**config.mk**
```make
export PLATFORM = sky130hd
export DESIGN_NAME = act_unit_arbiter
export DESIGN_NICKNAME = d
export VERILOG_FILES = /design/src/rtl/act_unit_arbiter.sv
export SDC_FILE = /design/constraint.sdc
export NUM_CORES = 1
export LEC_CHECK = 0
export CAP_MARGIN = 20
export CORE_MARGIN = 5
export CORE_UTILIZATION = 30
export DETAILED_ROUTE_END_ITERATION = 6
export GPL_TIMING_DRIVEN = 1
export HOLD_SLACK_MARGIN = 0.05
export SKIP_LAST_GASP = 1
export SLEW_MARGIN = 40
export SYNTH_ARGS = -nofsm -noshare
export SYNTH_HDL_FRONTEND = slang
export SYNTH_SLANG_ARGS = --single-unit
```
**constraint.sdc**
```tcl
create_clock -name clk -period 8.1 [get_ports clk]
set_input_delay 0.81 -clock clk [delete_from_list [all_inputs] [get_ports clk]]
set_output_delay 0.81 -clock clk [all_outputs]
set_load 0.02 [all_outputs]
```
**src/rtl/act_unit_arbiter.sv**
```systemverilog
// act_unit_arbiter: round-robin share of one fixed-point sigmoid datapath among N_REQ requesters.
// Latency: an accept in cycle k presents its result in cycle k+1; one result per cycle while out_ready.
// Backpressure: while out_valid && !out_ready the result is held and no grant is issued.
// Optional tanh derivation from the same sigmoid unit: define ACT_UNIT_ARBITER_TANH_EN.

// Piecewise-linear sigmoid, purely combinational. Output lies in [0, 1.0] in the same Q format.
// Segments (on |x|): <1: x/4+0.5, <2.375: x/8+0.625, <5: x/32+0.84375, else 1.0;
// negative inputs use sigmoid(-x) = 1 - sigmoid(x). The reset input forces the output to zero.
module sigmoid #(
   parameter int INT_WIDTH  = 8,
   parameter int FRAC_WIDTH = 8,
   localparam int W = INT_WIDTH + FRAC_WIDTH + 1
) (
   input  logic                reset,
   input  logic signed [W-1:0] x_i,
   output logic signed [W-1:0] y_o
);

   localparam logic [W-1:0] ONE   = W'(1)  << FRAC_WIDTH;
   localparam logic [W-1:0] HALF  = W'(1)  << (FRAC_WIDTH - 1);
   localparam logic [W-1:0] T_MID = W'(19) << (FRAC_WIDTH - 3);   // 2.375
   localparam logic [W-1:0] T_SAT = W'(5)  << FRAC_WIDTH;         // 5.0
   localparam logic [W-1:0] C_LOW = W'(5)  << (FRAC_WIDTH - 3);   // 0.625
   localparam logic [W-1:0] C_MID = W'(27) << (FRAC_WIDTH - 5);   // 0.84375

   logic         neg;
   logic [W-1:0] mag;
   logic [W-1:0] pos;
   logic [W-1:0] pos_c;
   logic [W-1:0] y_u;

   // Evaluate the positive half on |x| and mirror it for negative operands.
   always_comb begin
      neg = x_i[W-1];
      // Magnitude of the most negative value still fits as an unsigned W-bit number.
      mag = neg ? (~x_i + W'(1)) : x_i;
      if (mag >= T_SAT) begin
         pos = ONE;
      end else if (mag >= T_MID) begin
         pos = (mag >> 5) + C_MID;
      end else if (mag >= ONE) begin
         pos = (mag >> 3) + C_LOW;
      end else begin
         pos = (mag >> 2) + HALF;
      end
      pos_c = (pos > ONE) ? ONE : pos;
      y_u   = neg ? (ONE - pos_c) : pos_c;
      y_o   = reset ? '0 : $signed(y_u);
   end

endmodule

module act_unit_arbiter #(
   parameter int INT_WIDTH  = 8,
   parameter int FRAC_WIDTH = 8,
   parameter int WIDTH      = INT_WIDTH + FRAC_WIDTH + 1,
   parameter int N_REQ      = 3,
   parameter int TAG_W      = $clog2(N_REQ)
) (
   input  logic                     clk,
   input  logic                     reset,
   input  logic [N_REQ-1:0]         req_valid,
   output logic [N_REQ-1:0]         req_ready,
   input  logic [N_REQ*WIDTH-1:0]   req_data,
   input  logic [N_REQ-1:0]         req_op,
   output logic                     out_valid,
   input  logic                     out_ready,
   output logic signed [WIDTH-1:0]  out_data,
   output logic [TAG_W-1:0]         out_tag,
   output logic                     out_op
);

   // Round-robin pointer: index of the most recently granted requester.
   logic [TAG_W-1:0]        ptr_q, ptr_d;
   logic                    out_valid_q, out_valid_d;
   logic signed [WIDTH-1:0] out_data_q, out_data_d;
   logic [TAG_W-1:0]        out_tag_q, out_tag_d;
   logic                    out_op_q, out_op_d;

   logic                    can_issue;
   logic                    found;
   logic                    accept;
   logic [TAG_W-1:0]        gidx;
   logic signed [WIDTH-1:0] sel_data;
   logic signed [WIDTH-1:0] sig_in;
   logic signed [WIDTH-1:0] sig_out;
   logic signed [WIDTH-1:0] res;
   logic                    res_op;

   assign can_issue = !out_valid_q || out_ready;
   assign accept    = found && can_issue && !reset;

   // Round-robin search: first valid above the pointer, otherwise first valid from index 0.
   always_comb begin
      found = 1'b0;
      gidx  = '0;
      for (int j = 0; j < N_REQ; j++) begin
         if (!found && req_valid[j] && (j > int'(ptr_q))) begin
            found = 1'b1;
            gidx  = TAG_W'(j);
         end
      end
      for (int j = 0; j < N_REQ; j++) begin
         if (!found && req_valid[j]) begin
            found = 1'b1;
            gidx  = TAG_W'(j);
         end
      end
   end

   // One-hot grant, suppressed while the output register cannot take a new result or in reset.
   always_comb begin
      req_ready = '0;
      for (int j = 0; j < N_REQ; j++) begin
         req_ready[j] = accept && (int'(gidx) == j);
      end
   end

   // Steer the granted lane's operand into the shared datapath; other lanes are ignored.
   always_comb begin
      sel_data = '0;
      for (int j = 0; j < N_REQ; j++) begin
         if (int'(gidx) == j) begin
            sel_data = req_data[j*WIDTH +: WIDTH];
         end
      end
   end

`ifdef ACT_UNIT_ARBITER_TANH_EN
   localparam logic signed [WIDTH-1:0] MAX_V  = {1'b0, {(WIDTH-1){1'b1}}};
   localparam logic signed [WIDTH-1:0] MIN_V  = {1'b1, {(WIDTH-1){1'b0}}};
   localparam logic signed [WIDTH:0]   ONE_X  = {{(INT_WIDTH+1){1'b0}}, 1'b1, {FRAC_WIDTH{1'b0}}};
   localparam logic signed [WIDTH:0]   NONE_X = -ONE_X;

   logic                    sel_op;
   logic signed [WIDTH:0]   two_x;
   logic signed [WIDTH-1:0] xs;
   logic signed [WIDTH:0]   s_ext;
   logic signed [WIDTH:0]   t_raw;
   logic signed [WIDTH:0]   t_sat;

   // Pick the granted lane's op bit.
   always_comb begin
      sel_op = 1'b0;
      for (int j = 0; j < N_REQ; j++) begin
         if (int'(gidx) == j) begin
            sel_op = req_op[j];
         end
      end
   end

   // tanh(x) = 2*sigmoid(2x) - 1: double with saturation before the sigmoid, rescale after.
   always_comb begin
      two_x = {sel_data, 1'b0};
      if (two_x[WIDTH] != two_x[WIDTH-1]) begin
         xs = two_x[WIDTH] ? MIN_V : MAX_V;
      end else begin
         xs = two_x[WIDTH-1:0];
      end
      sig_in = sel_op ? xs : sel_data;
      s_ext  = {sig_out[WIDTH-1], sig_out};
      t_raw  = (s_ext <<< 1) - ONE_X;
      if (t_raw > ONE_X) begin
         t_sat = ONE_X;
      end else if (t_raw < NONE_X) begin
         t_sat = NONE_X;
      end else begin
         t_sat = t_raw;
      end
      res    = sel_op ? t_sat[WIDTH-1:0] : sig_out;
      res_op = sel_op;
   end
`else
   // Op bits carry no meaning in a sigmoid-only build.
   logic unused_req_op;
   assign unused_req_op = ^req_op;

   // Every request goes straight through the sigmoid.
   always_comb begin
      sig_in = sel_data;
      res    = sig_out;
      res_op = 1'b0;
   end
`endif

   sigmoid #(
      .INT_WIDTH  (INT_WIDTH),
      .FRAC_WIDTH (FRAC_WIDTH)
   ) u_sigmoid (
      .reset (1'b0),
      .x_i   (sig_in),
      .y_o   (sig_out)
   );

   // Next state: load on accept, drop valid when drained without a new accept, else hold.
   always_comb begin
      ptr_d       = ptr_q;
      out_valid_d = out_valid_q;
      out_data_d  = out_data_q;
      out_tag_d   = out_tag_q;
      out_op_d    = out_op_q;
      if (accept) begin
         ptr_d       = gidx;
         out_valid_d = 1'b1;
         out_data_d  = res;
         out_tag_d   = gidx;
         out_op_d    = res_op;
      end else if (out_ready) begin
         out_valid_d = 1'b0;
      end
   end

   // State registers; reset discards any held result and gives requester 0 first priority.
   always_ff @(posedge clk) begin
      if (reset) begin
         ptr_q       <= TAG_W'(N_REQ - 1);
         out_valid_q <= 1'b0;
         out_data_q  <= '0;
         out_tag_q   <= '0;
         out_op_q    <= 1'b0;
      end else begin
         ptr_q       <= ptr_d;
         out_valid_q <= out_valid_d;
         out_data_q  <= out_data_d;
         out_tag_q   <= out_tag_d;
         out_op_q    <= out_op_d;
      end
   end

   assign out_valid = out_valid_q;
   assign out_data  = out_data_q;
   assign out_tag   = out_tag_q;
   assign out_op    = out_op_q;

endmodule

```
==> results of run 1 <==
## where the power goes
part / internal (W) / switching [W] / total, W
Clock: 0.0000350 / 0.0000310 / 0.0000659
Sequential: 0.000107 / 0.00000319 / 0.000110
Combinational: 0.000134 / 0.000212 / 0.000346
Total: 0.000276 / 0.000246 / 0.000522
## final timing paths
| path | startpoint | end | slack (ns) | cells after the start |
|---|---|---|---|---|
| worst min register to register | out_data[14]$_SDFFE_PP0P_ | out_data[14]$_SDFFE_PP0P_ | 0.44 | 2 |
| worst max-delay path | req_valid[2] | out_data[6]$_SDFFE_PP0P_ | 1.10 | 21 |
| worst max register to register | ptr_q[0]$_SDFFE_PP0P_ | out_data[6]$_SDFFE_PP0P_ | 1.92 | 20 |
| worst min-delay path | out_data[14]$_SDFFE_PP0P_ | out_data[14]$_SDFFE_PP0P_ | 0.44 | 2 |
## per-layer routing
metal / up-vias / routed length (um) / GRT usage [%]
met1: 1338 / 3640 / 19.9
met4: 0 / 64 / 3.43
met2: 79 / 3700 / 26.2
met5: - / 0 / 0
met3: 7 / 399 / 0.812
li1: 1430 / - / -
## cell families (layout without fill, tap and decap cells)
logic type / after synthesis / after routing
fa+ha+maj: 9 / 9
xor+xnor: 21 / 21
buf+inv: 29 / 100
compound gates: 118 / 118
mux: 3 / 3
flops: 21 / 21
simple gates: 130 / 130
other cells: 1 / 1
## final cells by class
type	count	area share (%)
clock buffers	4	1.29
inverters	8	0.861
multi-input cells	282	57.5
flip-flops and latches	21	12.0
well taps	105	3.76
repair buffers	88	24.5
## per-stage QoR
step	total power, W	setup WS [ns]	area [um^2]
3_3_place_gp	0.000451	0.940	3430
2_1_floorplan	0.000359	1.99	2580
5_1_grt	0.000563	0.644	3490
3_5_place_dp	0.000455	0.893	3440
4_1_cts	0.000523	1.15	3490
6_report	0.000522	1.10	3490
## sequential cells by signal, summed over array words and instances, names as in the netlist
name	count
out_valid	1
out_tag	1
ptr_q	2
out_data	17
## cells in the final DEF, fill, tap and decap left out, types with 3 or more instances in the layout
cell type and instances:
nor3_1 7, nand2_1 36, o21ai_1 5, or2_1 3
nor2b_1 4, dfxtp_1 21, o2bb2ai_1 3, nand3b_1 3
xor2_1 8, or3_1 4, nor4_1 4, o211ai_1 5
a221o_1 3, clkbuf_8 3, nand3_1 7, and3_1 4
a32o_1 3, inv_1 5, a222oi_1 11, a211oi_1 7
xnor2_1 12, buf_4 8, nor2_1 26, a21oi_1 23
and2_1 7, a31oi_1 3, o311ai_0 3, clkdlybuf4s50_1 79
ha_1 9, o21ai_0 13
## worst reg2reg max path: cells and delay by family, from the launching register on
kind | cells | cell delay, ns
AO/OA/AOI/OAI | 7 | 2.22
XOR/XNOR | 1 | 0.70
adder cells (fa/ha/maj) | 3 | 0.82
buffers and inverters | 1 | 0.21
flip-flops | 1 | 0.37
AND/OR/NAND/NOR | 8 | 1.73
==> results.cfg, run 1 <==
[sta]
finalMaxSlewViolations = 0
timing.slew.headroom_pct = 42.6
period_share_pct = 86.4
fmax_mhz = 143
finalSetupViolations = 0
finalHoldViolCount = 0
tightestPinTransition_ns = 0.858
rsz0062_at_grt = false
setup_tns_ns = 0
min_period_ns = 7.00
hold_ws_ns = 0.443
fin_worst_skew_ns = 0.00491

[global_routing]
grt_pass1_vias = 2762
grt_max_degree = 25
gr-total-overflow = 0
antenna_found_initial = 0
grt_pass1_wl_um = 13100
grt.total_usage_pct = 14.9

[critical_path]
cpMostUsedCell = ha_1
cpLargestDelayFamily = compound AO/OA/AOI/OAI gates
cp_max_fo = 14
start_kind = input port
crit_slowest_cell = xor2_1
critPathRequiredTime_ns = 8.24
cp_slowest_stage_delay_ns = 0.70
crit_arrival_ns = 7.15
path_cells = clkdlybuf4s50_1 > and3b_1 > or2_1 > a222oi_1 > buf_4 > ha_1 > o2111ai_1 > o21ai_1 > xor2_1 > ha_1 > nand2_1 > a311oi_1 > nand4_1 > nand2_1 > nor3_2 > o31ai_2 > nand3_1 > ha_1 > nor3b_1 > o2111a_1 > a211o_1
path_class = in -> reg
endpoint_kind = register
worst-path-buf-inv = 2

[logic_synthesis]
syn-mean-instance-area_um2 = 7.76
ys_warn_count = 0
synth_edf_count = 0
synth_fa_ha_area_share_pct = 4.37
synth.most_common_cell = nand2_1
netlist_instances = 332
synth_cell_types = 85
synth-main-ff-cell = dfxtp_1
ys_ff_latch = 21
netlist_top_cells_area = dfxtp_1 16%, nand2_1 5.2%, a21oi_1 4.5%, ha_1 4.4%, a222oi_1 4.3%
synth_nets = 401
synth_top_family_by_area = compound AO/OA/AOI/OAI gates
synth_commonest_cells = 36 x nand2_1, 26 x nor2_1, 23 x a21oi_1, 21 x dfxtp_1, 13 x o21ai_0
synthMuxAreaShare_pct = 1.21
synth-simple-area-share_pct = 28.0
synthXorXnorAreaFrac_pct = 7.43
yosys.area.top_type = dfxtp_1
synth_compound_area_share_pct = 36.6
synth.top_cell.area_share_pct = 16.3
yosysSeqAreaShare_pct = 16.3
async_flop_share_pct = 0
syn_area_um2 = 2580

[floorplan]
core_area_um2 = 8300
dieHeight_um = 103
num_rows = 33
die_area_um2 = 10500
start_util_pct = 31.0
ios = 84
die_x_um = 103

[cells_and_area]
nNetsFinal = 473
synthToLayoutAreaGrowth_pct = 35.5
multi_input_area_um2 = 2010
drive_gt1_share_pct = 9.68
final_core_util_pct = 42.0
stdcell_count = 508
regArea_um2 = 420
nFillCells = 871
n_antenna_cell = 0

[run_status]
outcome = completed

[job]
drv_cap = 0

[routing]
avgRoutedWirePerCell_um = 15.4
drc = 0
num_vias = 2854
drt_iter0_drc = 192
firstDrtPassIters = 5
viasPerCell = 5.62
wl_um = 7810
ant_nets = 0

[clocking]
cts_max_path_buffers = 2
cts-root-buf = clkbuf_8
post-cts-setup-buffers = 0
cts-resized-gates = 0
htreeDepth = 1
cts.clk_slew.worst_paths_ns = 0.07
cts_hold_buffers = 0
cts_tree = done
cts_buffers = 3
cts_sinks = 21
insertion_delay_ns = 0.26

[worst_hold_path]
hp-class = reg -> reg

[pwr]
ir_drop_mv = 0.0485
leakage_nw = 1.20
cellPowerDensity_nw_per_um2 = 150

[placed_design]
dpl.cell_count = 504
port_buffers = 79
dp_hpwl_um = 6310
gp_congestion = 0.839
(Power assumes the default switching activity.)
==> run 2, diff against run 1 <==
--- a/config.mk
+++ b/config.mk
@@ -11,6 +11,7 @@
 export DETAILED_ROUTE_END_ITERATION = 6
 export GPL_TIMING_DRIVEN = 1
 export HOLD_SLACK_MARGIN = 0.05
+export PLACE_DENSITY = 0.68
 export SKIP_LAST_GASP = 1
 export SLEW_MARGIN = 40
 export SYNTH_ARGS = -nofsm -noshare
==> run 2 against run 1 <==
Against the previous run: maximum frequency rose by 4.8%; sequential share of layout area about the same; routed wire length down 2.4%; worst setup slack improved by 0.32 ns; die area unchanged; first-iteration DRC count rose by 17%; highest routed layer unchanged.
==> results.cfg, run 2 (synthesized netlist as in run 1, its figures left out) <==
[run_status]
outcome = completed

[placed_design]
pre_cts_slack_ns = 1.16
dp_hpwl_um = 6210
placed_cell_area_um2 = 3450
gp_congestion = 0.876
port_buffers = 79

[critical_path]
startpoint = req_valid[2]
cp_max_fo = 14
r2r-start = ptr_q[1]$_SDFFE_PP1P_
crit_arrival_ns = 6.83
endpoint_kind = register
start_kind = input port
critPathRequiredTime_ns = 8.25
path_class = in -> reg

[routing]
num_vias = 2875
drc = 0
avgRoutedWirePerCell_um = 14.9
viasPerCell = 5.64
drt_iter0_drc = 224
wl_um = 7620
firstDrtPassIters = 6
ant_nets = 0

[floorplan]
start_util_pct = 31.0
die_x_um = 103
core_area_um2 = 8300
num_rows = 33
ios = 84
dieHeight_um = 103
die_area_um2 = 10500

[cells_and_area]
n_antenna_cell = 0
drive_gt1_share_pct = 9.63
nFillCells = 840
largest_reg_flops = 17
nNetsFinal = 475
final_area_um2 = 3500
synthToLayoutAreaGrowth_pct = 35.8
final_core_util_pct = 42.2
layout_common_cells = 79 x clkdlybuf4s50_1, 36 x nand2_1, 26 x nor2_1
final_common_cell = clkdlybuf4s50_1

[clocking]
insertion_delay_ns = 0.26
cts.clk_slew.worst_paths_ns = 0.07
cts_buffers = 3
cts_max_path_buffers = 2
htreeDepth = 1
cts-resized-gates = 0
cts-root-buf = clkbuf_8
cts_hold_buffers = 0
cts_tree = done
post-cts-setup-buffers = 0
cts_sinks = 21

[sta]
period_share_pct = 82.5
setup_tns_ns = 0
fin_worst_skew_ns = 0.00643
finalSetupViolations = 0
finalMaxSlewViolations = 0
finalHoldViolCount = 0
fmax_mhz = 150
setup_slack_ns = 1.42
timing.slew.headroom_pct = 52.3
min_period_ns = 6.68
hold_ws_ns = 0.443
tightestPinTransition_ns = 0.716
rsz0062_at_grt = false

[global_routing]
antenna_found_initial = 0
grt_pass1_wl_um = 12700
grt.total_usage_pct = 14.3
grt_pass1_vias = 2714
grt_max_degree = 25
gr-total-overflow = 0

[pwr]
ir_drop_mv = 0.0468
leakage_nw = 1.20
cellPowerDensity_nw_per_um2 = 150

[worst_hold_path]
min_from = out_data[14]$_SDFFE_PP0P_
hp-class = reg -> reg

[job]
drv_cap = 0
-- run 2: cell count changes in the layout (fill, tap and decap cells not counted), sizes merged --
cell / change
buf: +2
-- run 2: final cells by class --
class | count | area (um^2) | share of cell area [%]
multi-input cells | 282 | 2010 | 57.3
repair buffers | 90 | 866 | 24.7
flip-flops and latches | 21 | 420 | 12.0
well taps | 105 | 131 | 3.75
clock buffers | 4 | 45.0 | 1.29
inverters | 8 | 30.0 | 0.858
-- run 2: worst paths after layout --
check | to | slack, ns | cells past startpoint
worst max-delay path | out_data[6]$_SDFFE_PP0P_ | 1.42 | 18
worst min-delay path | out_data[14]$_SDFFE_PP0P_ | 0.44 | 2
worst max register to register | out_data[6]$_SDFFE_PP0P_ | 2.19 | 18
worst min register to register | out_data[14]$_SDFFE_PP0P_ | 0.44 | 2
-- run 2: metrics by stage --
step / std cells / total power (W)
3_5_place_dp: 506 / 0.000455
2_1_floorplan: 332 / 0.000359
4_1_cts: 510 / 0.000524
6_report: 510 / 0.000525
5_1_grt: 510 / 0.000562
3_3_place_gp: 504 / 0.000452
-- run 2: metal layers --
metal	share of wire, %	global-route usage, %
met1	46	19.3
met5	0	0
met3	5.9	1.15
met4	1.1	4.04
met2	47	24.2
-- run 2: critical path, stage by stage --
cell	delay, ns
clkdlybuf4s50_1	0.62
and3b_1	0.23
or2_1	0.42
a222oi_1	0.65
buf_1	0.29
nand4_2	0.22
or3_1	0.42
or4_1	0.51
a31o_1	0.27
nor4_4	0.52
nand2_2	0.24
a31oi_2	0.45
buf_4	0.23
nand2_1	0.06
ha_1	0.25
nor3b_1	0.17
o2111a_1	0.26
a211o_1	0.22
-- run 2: report_power, final --
| part | internal [W] | switching [W] | total, W |
|---|---|---|---|
| combinational | 0.000138 | 0.000211 | 0.000349 |
| clock | 0.0000350 | 0.0000311 | 0.0000661 |
| sequential | 0.000107 | 0.00000299 | 0.000110 |
==> run 3, diff against run 2 <==
--- a/config.mk
+++ b/config.mk
@@ -11,7 +11,7 @@
 export DETAILED_ROUTE_END_ITERATION = 6
 export GPL_TIMING_DRIVEN = 1
 export HOLD_SLACK_MARGIN = 0.05
-export PLACE_DENSITY = 0.68
+export PLACE_DENSITY = 0.7
 export SKIP_LAST_GASP = 1
 export SLEW_MARGIN = 40
 export SYNTH_ARGS = -nofsm -noshare
==> constraint.sdc (replaced) <==
create_clock -name clk -period 5.6 [get_ports clk]
set_input_delay 0.56 -clock clk [delete_from_list [all_inputs] [get_ports clk]]
set_output_delay 0.56 -clock clk [all_outputs]
set_load 0.02 [all_outputs]
==> run 3 against run 2 <==
Against the previous run: combinational power increased by 68%; non-clock buffer count up 44; sequential cell count is the same; worst setup slack worse by 1.3 ns; cell count rose by 8.6%; sequential share of layout area shrank 1.2 points; register-to-register slack got worse by 1.5 ns; first-iteration DRC count decreased by 18%; critical path depth fell by 2; routed wire length increased by 7.3%; clock skew shrank 0.0038 ns; largest cell class unchanged.
==> results.cfg, run 3 (synthesized netlist as in run 1, its figures left out) <==
[clocking]
cts.clk_slew.worst_paths_ns = 0.07
htreeDepth = 1
cts_tree = done
cts-root-buf = clkbuf_8
cts_buffers = 3
cts_max_path_buffers = 2
cts_hold_buffers = 0
cts_sinks = 21
insertion_delay_ns = 0.25

[sta]
period_share_pct = 97.2
fmax_mhz = 184
finalSetupViolations = 0
tightestPinTransition_ns = 0.615
finalHoldViolCount = 0
timing.slew.headroom_pct = 58.8
finalMaxSlewViolations = 0
rsz0062_at_grt = true
fin_worst_skew_ns = 0.00258
min_period_ns = 5.44
hold_ws_ns = 0.442

[critical_path]
crit_slowest_cell = clkdlybuf4s50_1
path_cells = clkdlybuf4s50_1 > nor2b_1 > o2bb2ai_2 > a222oi_1 > ha_2 > o2111ai_2 > nor4_2 > mux2_2 > a31o_1 > or4_4 > a2111oi_2 > a211oi_2 > buf_4 > a2111oi_4 > nor4b_1 > a221o_1
cp_slowest_stage_delay_ns = 0.62
endpoint_kind = register
cp_max_fo = 10
crit_arrival_ns = 5.58
critPathRequiredTime_ns = 5.74
path_class = in -> reg
start_kind = input port

[pwr]
ir_drop_mv = 0.0684
leakage_nw = 1.43
cellPowerDensity_nw_per_um2 = 216

[cells_and_area]
layout_common_cells = 79 x clkdlybuf4s50_1, 55 x buf_4, 35 x nand2_1
nFillCells = 815
final_common_cell = clkdlybuf4s50_1
n_antenna_cell = 0
multi_input_area_um2 = 2070
largest_reg_flops = 17
final_area_um2 = 3900
synthToLayoutAreaGrowth_pct = 51.3
drive_gt1_share_pct = 21.4
nNetsFinal = 519
regArea_um2 = 420

[routing]
drc = 0
ant_nets = 0
drt_iter0_drc = 183
viasPerCell = 5.49
num_vias = 3040
firstDrtPassIters = 4
avgRoutedWirePerCell_um = 14.8
wl_um = 8180

[job]
drv_cap = 0

[global_routing]
grt_max_degree = 21
grt.total_usage_pct = 15.6
antenna_found_initial = 0
gr-total-overflow = 0
grt_pass1_vias = 2949
grt_pass1_wl_um = 13700

[floorplan]
die_area_um2 = 10500
core_area_um2 = 8300
dieHeight_um = 103
num_rows = 33
ios = 84
die_x_um = 103
start_util_pct = 31.0

[worst_hold_path]
hp-class = reg -> reg

[placed_design]
port_buffers = 79
gp_congestion = 0.895
placed_cell_area_um2 = 3830
dp_hpwl_um = 6790

[run_status]
outcome = completed
## run 3: power breakdown
group          switching [W]  internal [W]  leakage [nW]  total [W]
Clock              0.0000446     0.0000506        0.0228  0.0000952
Combinational       0.000324      0.000262          1.24   0.000586
Sequential        0.00000460      0.000155         0.171   0.000159
## run 3: through the flow
step           TNS, ns  total power [W]  instances  setup slack (ns)  utilization (%)
3_5_place_dp    -0.215         0.000737        549           -0.0917             46.1
6_report             0         0.000841        554             0.159             47.0
5_1_grt         -0.443         0.000910        554           -0.0841             47.0
2_1_floorplan        0         0.000528        332            0.0180                -
4_1_cts              0         0.000836        553             0.175             46.7
3_3_place_gp         0         0.000728        549            0.0112             46.1
## run 3: cell type report
type                       instances  share of cell area (%)
multi-input combinational        282                    53.0
timing repair buffer             134                    30.9
sequential                        21                    10.8
tap                              105                    3.37
clock buffer                       4                    1.16
inverter                           8                   0.802
## run 3: final timing paths
path | startpoint | to | slack, ns | cells past startpoint
min | out_data[14]$_SDFFE_PP0P_ | out_data[14]$_SDFFE_PP0P_ | 0.44 | 2
max reg2reg | ptr_q[0]$_SDFFE_PP0P_ | out_data[5]$_SDFFE_PP0P_ | 0.67 | 15
max | req_valid[1] | out_data[5]$_SDFFE_PP0P_ | 0.16 | 16
min reg2reg | out_data[14]$_SDFFE_PP0P_ | out_data[14]$_SDFFE_PP0P_ | 0.44 | 2
## run 3: timing repair
item / in CTS / in global routing
gates resized for setup: 0 / 4
setup buffers: 0 / 1
endpoints found under the setup margin: 0 / 11
## run 3: critical path: cells and delay by family
kind	cells	cell delay, ns
simple gates	4	1.41
buf+inv	2	0.80
fa+ha+maj	1	0.28
compound gates	8	2.17
mux	1	0.38
## run 3: per-layer routing
layer	track usage (%)	wire (um)
met5	0	0
met4	4.24	77
met3	1.35	405
met2	27.1	4030
met1	20.5	3660
